[config.mk]
export PLATFORM = sky130hd
export DESIGN_NAME = bcd7seg_scan
export DESIGN_NICKNAME = d
export VERILOG_FILES = /design/src/rtl/bcd7seg_scan_pkg.sv /design/src/rtl/bcd7seg_dec.sv /design/src/rtl/bcd7seg_scan.sv
export SDC_FILE = /design/constraint.sdc
export NUM_CORES = 1
export LEC_CHECK = 0
export CAP_MARGIN = 15
export CORE_MARGIN = 2
export CORE_UTILIZATION = 51
export CTS_CLUSTER_SIZE = 8
export DETAILED_ROUTE_END_ITERATION = 16
export PLACE_DENSITY_LB_ADDON = 0.05
export RECOVER_POWER = 100
export SKIP_CTS_REPAIR_TIMING = 1
export SLEW_MARGIN = 15
export SYNTH_ARGS = -nofsm -noshare
export SYNTH_HDL_FRONTEND = slang
export SYNTH_SLANG_ARGS = --single-unit
[constraint.sdc]
create_clock -name clk -period 3.4 [get_ports clk]
set_clock_uncertainty 0.05 [all_clocks]
set_input_delay 1.02 -clock clk [delete_from_list [all_inputs] [get_ports clk]]
set_output_delay 1.02 -clock clk [all_outputs]
set_load 0.005 [all_outputs]
[src/rtl/bcd7seg_scan_pkg.sv]
// Shared constants for the BCD 7-segment scanner: active-low segment codes {g,f,e,d,c,b,a}
// and the position of the decimal-point bit in the 8-bit segment bus.
package bcd7seg_scan_pkg;
    localparam logic [6:0] SEG_0     = 7'h40;
    localparam logic [6:0] SEG_1     = 7'h79;
    localparam logic [6:0] SEG_2     = 7'h24;
    localparam logic [6:0] SEG_3     = 7'h30;
    localparam logic [6:0] SEG_4     = 7'h19;
    localparam logic [6:0] SEG_5     = 7'h12;
    localparam logic [6:0] SEG_6     = 7'h02;
    localparam logic [6:0] SEG_7     = 7'h78;
    localparam logic [6:0] SEG_8     = 7'h00;
    localparam logic [6:0] SEG_9     = 7'h10;
    localparam logic [6:0] SEG_BLANK = 7'h7F;
    localparam int         DP_BIT    = 7;
endpackage

[src/rtl/bcd7seg_dec.sv]
// Combinational BCD digit + decimal point to active-low {dp,g,f,e,d,c,b,a}.
// Codes 10..15 leave all segments dark while the decimal point still follows dp.
module bcd7seg_dec
    import bcd7seg_scan_pkg::*;
(
    input  logic [3:0] bcd,
    input  logic       dp,
    output logic [7:0] seg
);

    logic [6:0] segs_s;

    // BCD lookup, invalid codes dark
    always_comb begin
        segs_s = SEG_BLANK;
        case (bcd)
            4'd0:    segs_s = SEG_0;
            4'd1:    segs_s = SEG_1;
            4'd2:    segs_s = SEG_2;
            4'd3:    segs_s = SEG_3;
            4'd4:    segs_s = SEG_4;
            4'd5:    segs_s = SEG_5;
            4'd6:    segs_s = SEG_6;
            4'd7:    segs_s = SEG_7;
            4'd8:    segs_s = SEG_8;
            4'd9:    segs_s = SEG_9;
            default: segs_s = SEG_BLANK;
        endcase
        seg         = {1'b1, segs_s};
        seg[DP_BIT] = ~dp;
    end

endmodule

[src/rtl/bcd7seg_scan.sv]
// Time-multiplexed N-digit common-anode 7-segment driver with frame-aligned double buffering.
// Optional leading-zero blanking is enabled by defining BCD7SEG_LZB_EN.
module bcd7seg_scan
    import bcd7seg_scan_pkg::*;
#(
    parameter int N_DIGITS = 4,
    parameter int DIV      = 50000,
    parameter int GUARD    = 16
) (
    input  logic                    clk,
    input  logic                    rst_n,
    input  logic [4*N_DIGITS-1:0]   bcd_in,
    input  logic [N_DIGITS-1:0]     dp_in,
    input  logic                    load,
    output logic [7:0]              sseg_out,
    output logic [N_DIGITS-1:0]     digit_enable,
    output logic                    frame_start
);

    localparam int PW = (DIV > 1) ? $clog2(DIV) : 1;
    localparam int IW = $clog2(N_DIGITS);
    localparam logic [PW-1:0] PRE_MAX = PW'(DIV - 1);
    localparam logic [IW-1:0] IDX_MAX = IW'(N_DIGITS - 1);

    logic [PW-1:0]                pre_r;
    logic [IW-1:0]                idx_r;
    logic [N_DIGITS-1:0][3:0]     pend_bcd_r;
    logic [N_DIGITS-1:0]          pend_dp_r;
    logic                         pend_valid_r;
    logic [N_DIGITS-1:0][3:0]     shad_bcd_r;
    logic [N_DIGITS-1:0]          shad_dp_r;
    logic [7:0]                   seg_r;
    logic [N_DIGITS-1:0]          en_r;
    logic                         fs_r;

    logic                         tick_s;
    logic                         boundary_s;
    logic                         guard_s;
    logic [N_DIGITS-1:0]          blank_s;
    logic [7:0]                   dec_seg_s;
    logic [7:0]                   seg_s;
    logic [N_DIGITS-1:0]          en_s;

    assign tick_s     = (pre_r == PRE_MAX);
    assign boundary_s = tick_s && (idx_r == IDX_MAX);

    // Prescaler and slot index
    always_ff @(posedge clk) begin
        if (!rst_n) begin
            pre_r <= '0;
            idx_r <= '0;
        end else if (tick_s) begin
            pre_r <= '0;
            idx_r <= (idx_r == IDX_MAX) ? '0 : idx_r + IW'(1);
        end else begin
            pre_r <= pre_r + PW'(1);
        end
    end

    // Pending/shadow buffers; a load on the boundary itself bypasses pending
    always_ff @(posedge clk) begin
        if (!rst_n) begin
            pend_bcd_r   <= '0;
            pend_dp_r    <= '0;
            pend_valid_r <= 1'b0;
            shad_bcd_r   <= '0;
            shad_dp_r    <= '0;
        end else if (boundary_s) begin
            pend_valid_r <= 1'b0;
            if (load) begin
                shad_bcd_r <= bcd_in;
                shad_dp_r  <= dp_in;
            end else if (pend_valid_r) begin
                shad_bcd_r <= pend_bcd_r;
                shad_dp_r  <= pend_dp_r;
            end else begin
                shad_bcd_r <= shad_bcd_r;
                shad_dp_r  <= shad_dp_r;
            end
        end else if (load) begin
            pend_bcd_r   <= bcd_in;
            pend_dp_r    <= dp_in;
            pend_valid_r <= 1'b1;
        end else begin
            pend_valid_r <= pend_valid_r;
        end
    end

    generate
        if (GUARD > 0) begin : g_guard
            assign guard_s = (pre_r < PW'(GUARD));
        end else begin : g_no_guard
            assign guard_s = 1'b0;
        end
    endgenerate

`ifdef BCD7SEG_LZB_EN
    logic lead_s;

    // A digit is a leading zero while it and everything above it is 0 with no dp
    always_comb begin
        lead_s  = 1'b1;
        blank_s = '0;
        for (int k = N_DIGITS - 1; k > 0; k--) begin
            lead_s     = lead_s & (shad_bcd_r[k] == 4'd0) & ~shad_dp_r[k];
            blank_s[k] = lead_s;
        end
    end
`else
    assign blank_s = '0;
`endif

    bcd7seg_dec u_dec (
        .bcd (shad_bcd_r[idx_r]),
        .dp  (shad_dp_r[idx_r]),
        .seg (dec_seg_s)
    );

    // Next output values from the current slot state
    always_comb begin
        seg_s = 8'hFF;
        en_s  = '1;
        if (guard_s) begin
            seg_s = 8'hFF;
            en_s  = '1;
        end else begin
            en_s[idx_r] = 1'b0;
            if (blank_s[idx_r]) begin
                seg_s = 8'hFF;
            end else begin
                seg_s = dec_seg_s;
            end
        end
    end

    // Output registers
    always_ff @(posedge clk) begin
        if (!rst_n) begin
            seg_r <= 8'hFF;
            en_r  <= '1;
            fs_r  <= 1'b0;
        end else begin
            seg_r <= seg_s;
            en_r  <= en_s;
            fs_r  <= boundary_s;
        end
    end

    assign sseg_out     = seg_r;
    assign digit_enable = en_r;
    assign frame_start  = fs_r;

endmodule

Word-level counts from Yosys, hierarchy flattened
Memories as Yosys holds them, arrays and structs flattened. A register that Yosys moved wholly into a read port is not among the register bits.
Cells that the tools add are included.

cells by class
  muxes and demuxes = 13
  equal/unequal tests = 2
  reductions and logical operators = 9
  div/mod/pow operators = 0
  multiply operators = 0
  order comparisons = 3
  bitwise operators = 4
  shift operators = 0
  $add $sub $neg = 2

operators with widths
  operator                                                           number
  two-way mux 16 bit                                                 2
  adder 16 x 1 -> 16 bit, second input constant                      1
  == test 16 bit, second input constant                              1
  less-than comparator 16 x 5 -> 1 bit, second input constant        1
  two-way mux 4 bit                                                  3
  binary-select mux 4 bit (select 2 bit)                             1
  OR reduction 2 bit                                                 3
  binary-select mux 1 bit (select 2 bit)                             2
  inverter 4 bit                                                     1
  AND reduction 2 bit                                                2
  less-than comparator 2 x 3 -> 1 bit, second input constant         1
  two-way mux 1 bit                                                  3
  inverter 1 bit                                                     3
  OR reduction 3 bit                                                 1
  adder 2 x 1 -> 2 bit, second input constant                        1
  demux 1 bit (select 2 bit)                                         1
  == test 2 bit, second input constant                               1
  greater-or-equal comparator 2 x 1 -> 1 bit, second input constant  1
  logical AND 1 bit                                                  2
  two-way mux 2 bit                                                  1
  nonzero test 2 bit                                                 1

word-level totals
  output and inout bits = 13
  bits of input ports = 23
  bits in writable memories = 0
  bits in registers = 72
  latch bits = 0
  ROM bits = 112
  memories = 1

memory list
  memory           depth  bits a word  read ports  clocked after memory_dff  write ports  line               RTL
  (no name shown)  16     7            1           1                         0            bcd7seg_dec.sv:16  case (bcd)

Logic depth before layout (Yosys ltp)
  depth in word-level cells = 5
  depth in mapped cells = 7
  depth with buffers taken out = 6

Hierarchy
Synthesis repeated with hierarchy kept, for this count alone.

second synthesis, totals
  cells, all modules = 366
  area total of the unflattened synthesis = 3365.7 µm²

by module, submodules not included
  module        seq. area each (µm²)  times used  area an instance (µm²)  cells an instance
  bcd7seg_scan  1441.4                1           3161.8                  334
  bcd7seg_dec   0.0                   1           203.9                   32

Worst setup path after synthesis
Ideal clock, no wire load.

  path kind = input port to flip-flop
  from = input port load
  to = register shad_dp_r[1]
  stages on the path = 5
  path slack = 1120 ps
  arrival time = 2114 ps
  buffers on the path = 2
  library setup time = 116 ps
  required time = 3234 ps
  cells stage by stage = clkbuf_1 clkbuf_1 mux2i_1 nand4_1 o211a_1

on the way
  cells in the longest elaborated chain, start to end = 2
  elaborated cells on any way between the ends = 3

ends and longest elaborated chain
  element                        line                RTL
  start: declaration             bcd7seg_scan.sv:14  input logic load,
  nonzero test 2 bit (no line)   --
  AND reduction 2 bit (no line)  --
  end signal: assignment         bcd7seg_scan.sv:72  shad_dp_r <= dp_in;
  end signal: assignment         bcd7seg_scan.sv:75  shad_dp_r <= pend_dp_r;
  end signal: assignment         bcd7seg_scan.sv:78  shad_dp_r <= shad_dp_r;
  end: declaration               bcd7seg_scan.sv:31  logic [N_DIGITS-1:0] shad_dp_r;

Parallel ways exist; a longest one is shown, timed or not.
A chain may end at the register's enable or synchronous reset.

Worst setup path in the final report
  from = input port rst_n
  to = register pre_r[13]

on the way
  cells in the longest elaborated chain, start to end = 2

ends and longest elaborated chain
  element                       line                RTL
  start: declaration            bcd7seg_scan.sv:11  input logic rst_n,
  inverter 1 bit (no line)      --
  OR reduction 2 bit (no line)  --
  end signal: assignment        bcd7seg_scan.sv:56  pre_r <= pre_r + PW'(1);
  end: declaration              bcd7seg_scan.sv:25  logic [PW-1:0] pre_r;

Every way passes these cells.

==> impl_metrics.csv <==
group,metric,value,unit
power,leakagePower,1.76,nW
route,wl_per_cell,14.2,um
layout,final_nets,404,
route,drt-initial-drc-count,138,
power,p_total,1.71,mW
critical_path,crit_path_end_kind,"flop",
floorplan,die_h,85.0,um
global_route,antenna_found_initial,0,
cts,htreeDepth,3,
global_route,met1_usage,0.246,
critical_path,cp_max_fo,66,
global_route,grt_util_met3,0.0370,
sta,holdWs,391,ps
yosys,seq_area_frac_synth,0.431,
hold_path,min-delay-start,"pre_r[0]",
sta,tns,0,ps
global_route,grt_use_total,0.189,
global_route,grt_first_pass_wirelength,11.0,mm
yosys,synth_edf_count,0,
cts,clk_pin_slew,70,ps
cts,cts_tree,"built",
floorplan,start_util,0.527,
hold_path,whs_path_depth,1,
cts,clk_latency,340,ps
placed_design,portBuffers,35,
sta,slew_viol_final,0,
layout,drive_gt1_frac,0.0984,
route,wirelength,6.45,mm
floorplan,ios,36,
yosys,synth.distinct_cells,42,
yosys,async_flop_share,0,
global_route,grt_overflow,0,
global_route,grt_max_degree,67,
cts,cts.sinks,72,
floorplan,rows,29,
route,ant_nets,0,
global_route,busiest_layer,"met2",
placed_design,dp_hpwl,4.32,mm
cts,cts_made_buffers,9,
cts,clockBufferDepth,2,
sta,finalHoldViolCount,0,
floorplan,die_x,85.0,um
yosys,avgSynthCellArea,9.78,um2
route,vias,2529,
layout,design_area,3940,um2
critical_path,critPathRequiredTime,3610,ps
route,drt-vias-per-instance,5.58,
sta,fin_crit_sh,0.697,
sta,setup_violations,0,
sta,rsz0062_at_grt,"false",
critical_path,arrival,2580,ps
yosys,syn_nets,375,
critical_path,reg2reg_slack,1060,ps
critical_path,reg2reg_from,"pre_r[11]",
power,p_per_area,434,nW/um2
global_route,met2_usage,0.304,
sta,timing.fmax,0.422,GHz
critical_path,reg2reg_depth,5,
layout,area_growth,17.7,%
sta,tightest_slew,1220,ps
route,drc,0,
hold_path,hold_end,"pre_r[0]",
route,drtPass1Iterations,4,
yosys,syn-instance-count,342,
floorplan,core,6350,um2
cts,root_buffer,"clkbuf_8",
run_status,status,"finished, final reports clean",
sta,maxSlewHeadroom,0.190,
floorplan,die_area,7220,um2
yosys,ys.flop_type,"dfxtp_1",
critical_path,r2r_end,"shad_bcd_r[13]",
sta,period_minus_slack,2370,ps
global_route,grt_pass1_vias,2412,
critical_path,cp-start-kind,"primary input",
critical_path,crit_type,"in2reg",
yosys,ys_ff_latch,72,
yosys,synth_area,3340,um2
hold_path,min_path_type,"reg2reg",
flow_run,maxCapViolCount,0,
placed_design,dpl_cell_area,3730,um2
placed_design,gp_congestion,0.816,
yosys,yosysWarningCount,0,
layout,antenna_cells,0,
power,vdd_ir_drop_max,0.269,mV
-- worst max path at each step --
stage                         start              to  slack [ps]  cells past startpoint
after floorplan                load    shad_dp_r[1]        1120                      5
final                         rst_n       pre_r[13]        1030                      4
after CTS                 pre_r[12]   shad_bcd_r[6]        1110                      5
after global routing          rst_n       pre_r[15]         820                      4
after global placement         load   shad_bcd_r[8]         760                      4
after detailed placement       load  shad_bcd_r[15]         760                      4
-- layer usage --
layer  part of all wire  vias to the layer above
met3              0.031                       11
met4              0.018                        0
met5                  0                        -
li1                   -                     1286
met2               0.48                       40
met1               0.47                     1192
-- layout make-up --
type / instances / area [um2]
Fill cell: 542 / 2410
Multi-Input combinational cell: 237 / 1760
Sequential cell: 72 / 1440
Timing Repair Buffer: 42 / 394
Clock buffer: 13 / 149
Tap cell: 77 / 96.3
Clock inverter: 3 / 65.1
Inverter: 9 / 33.8
-- per-stage QoR --
step                       util  worst slack (ps)  cells
after global routing      0.620               821    453
after detailed placement  0.588               760    437
final                     0.620              1030    453
after global placement    0.588               760    437
after CTS                 0.622              1110    453
after floorplan               -              1120    342
-- flip-flops by register name (all words and copies together), names as in the netlist --
signal	flops
shad_dp_r	4
sseg_out	8
idx_r	2
pend_bcd_r	16
frame_start	1
pend_dp_r	4
digit_enable	4
pend_valid_r	1
shad_bcd_r	16
pre_r	16
-- power breakdown --
part	internal (mW)	leakage [nW]	switching (mW)
Sequential	0.862	0.585	0.00929
Clock	0.433	0.108	0.300
Combinational	0.0537	1.07	0.0511
Total	1.35	1.76	0.360
-- logic make-up after synthesis --
group,after synthesis,share of synthesized area
flops,72,0.431
buf+inv,33,0.0430
mux,47,0.160
simple gates,121,0.184
compound gates,48,0.116
xor+xnor,11,0.0288
fa+ha+maj,10,0.0374
-- critical path, stage by stage --
cell and delay (ps):
clkbuf_1 110, clkbuf_2 920, o21ai_4 310, a21oi_1 210
-- layout by cell type, fill, tap and decap left out, types with 2 or more instances in the layout --
cell type	netlist	routed
nand3_1	8	8
and2_1	2	2
nor3_1	3	3
or4_1	2	3
clkbuf_8	0	10
inv_1	9	9
mux4_2	5	5
mux2i_1	41	41
ha_1	10	10
o211a_1	20	20
o21a_1	2	2
xnor2_1	3	3
or3_1	4	4
clkdlybuf4s50_1	0	21
or2_2	2	2
o21ai_0	8	8
bufinv_16	0	2
a21oi_1	7	8
xor2_1	8	8
a21oi_2	4	3
nand4_1	25	25
dlygate4sd3_1	0	13
nand2_1	48	48
and3_1	4	4
nor2_1	13	13
dfxtp_1	72	72
buf_4	1	6
clkbuf_1	15	4
nor2b_1	2	2
-- cell usage after synthesis (4+ instances only) --
library cell  instances  area share
dfxtp_1              72        0.43
nand2_1              48       0.054
mux2i_1              41        0.12
nand4_1              25       0.047
o211a_1              20       0.060
clkbuf_1             15       0.017
nor2_1               13       0.015
ha_1                 10       0.037
inv_1                 9       0.010
nand3_1               8       0.012
o21ai_0               8       0.012
xor2_1                8       0.021
a21oi_1               7       0.010
buf_2                 7       0.010
mux4_2                5       0.034
a21oi_2               4       0.010
and3_1                4      0.0075
or3_1                 4      0.0075
Power figures use the tool's default switching activity.
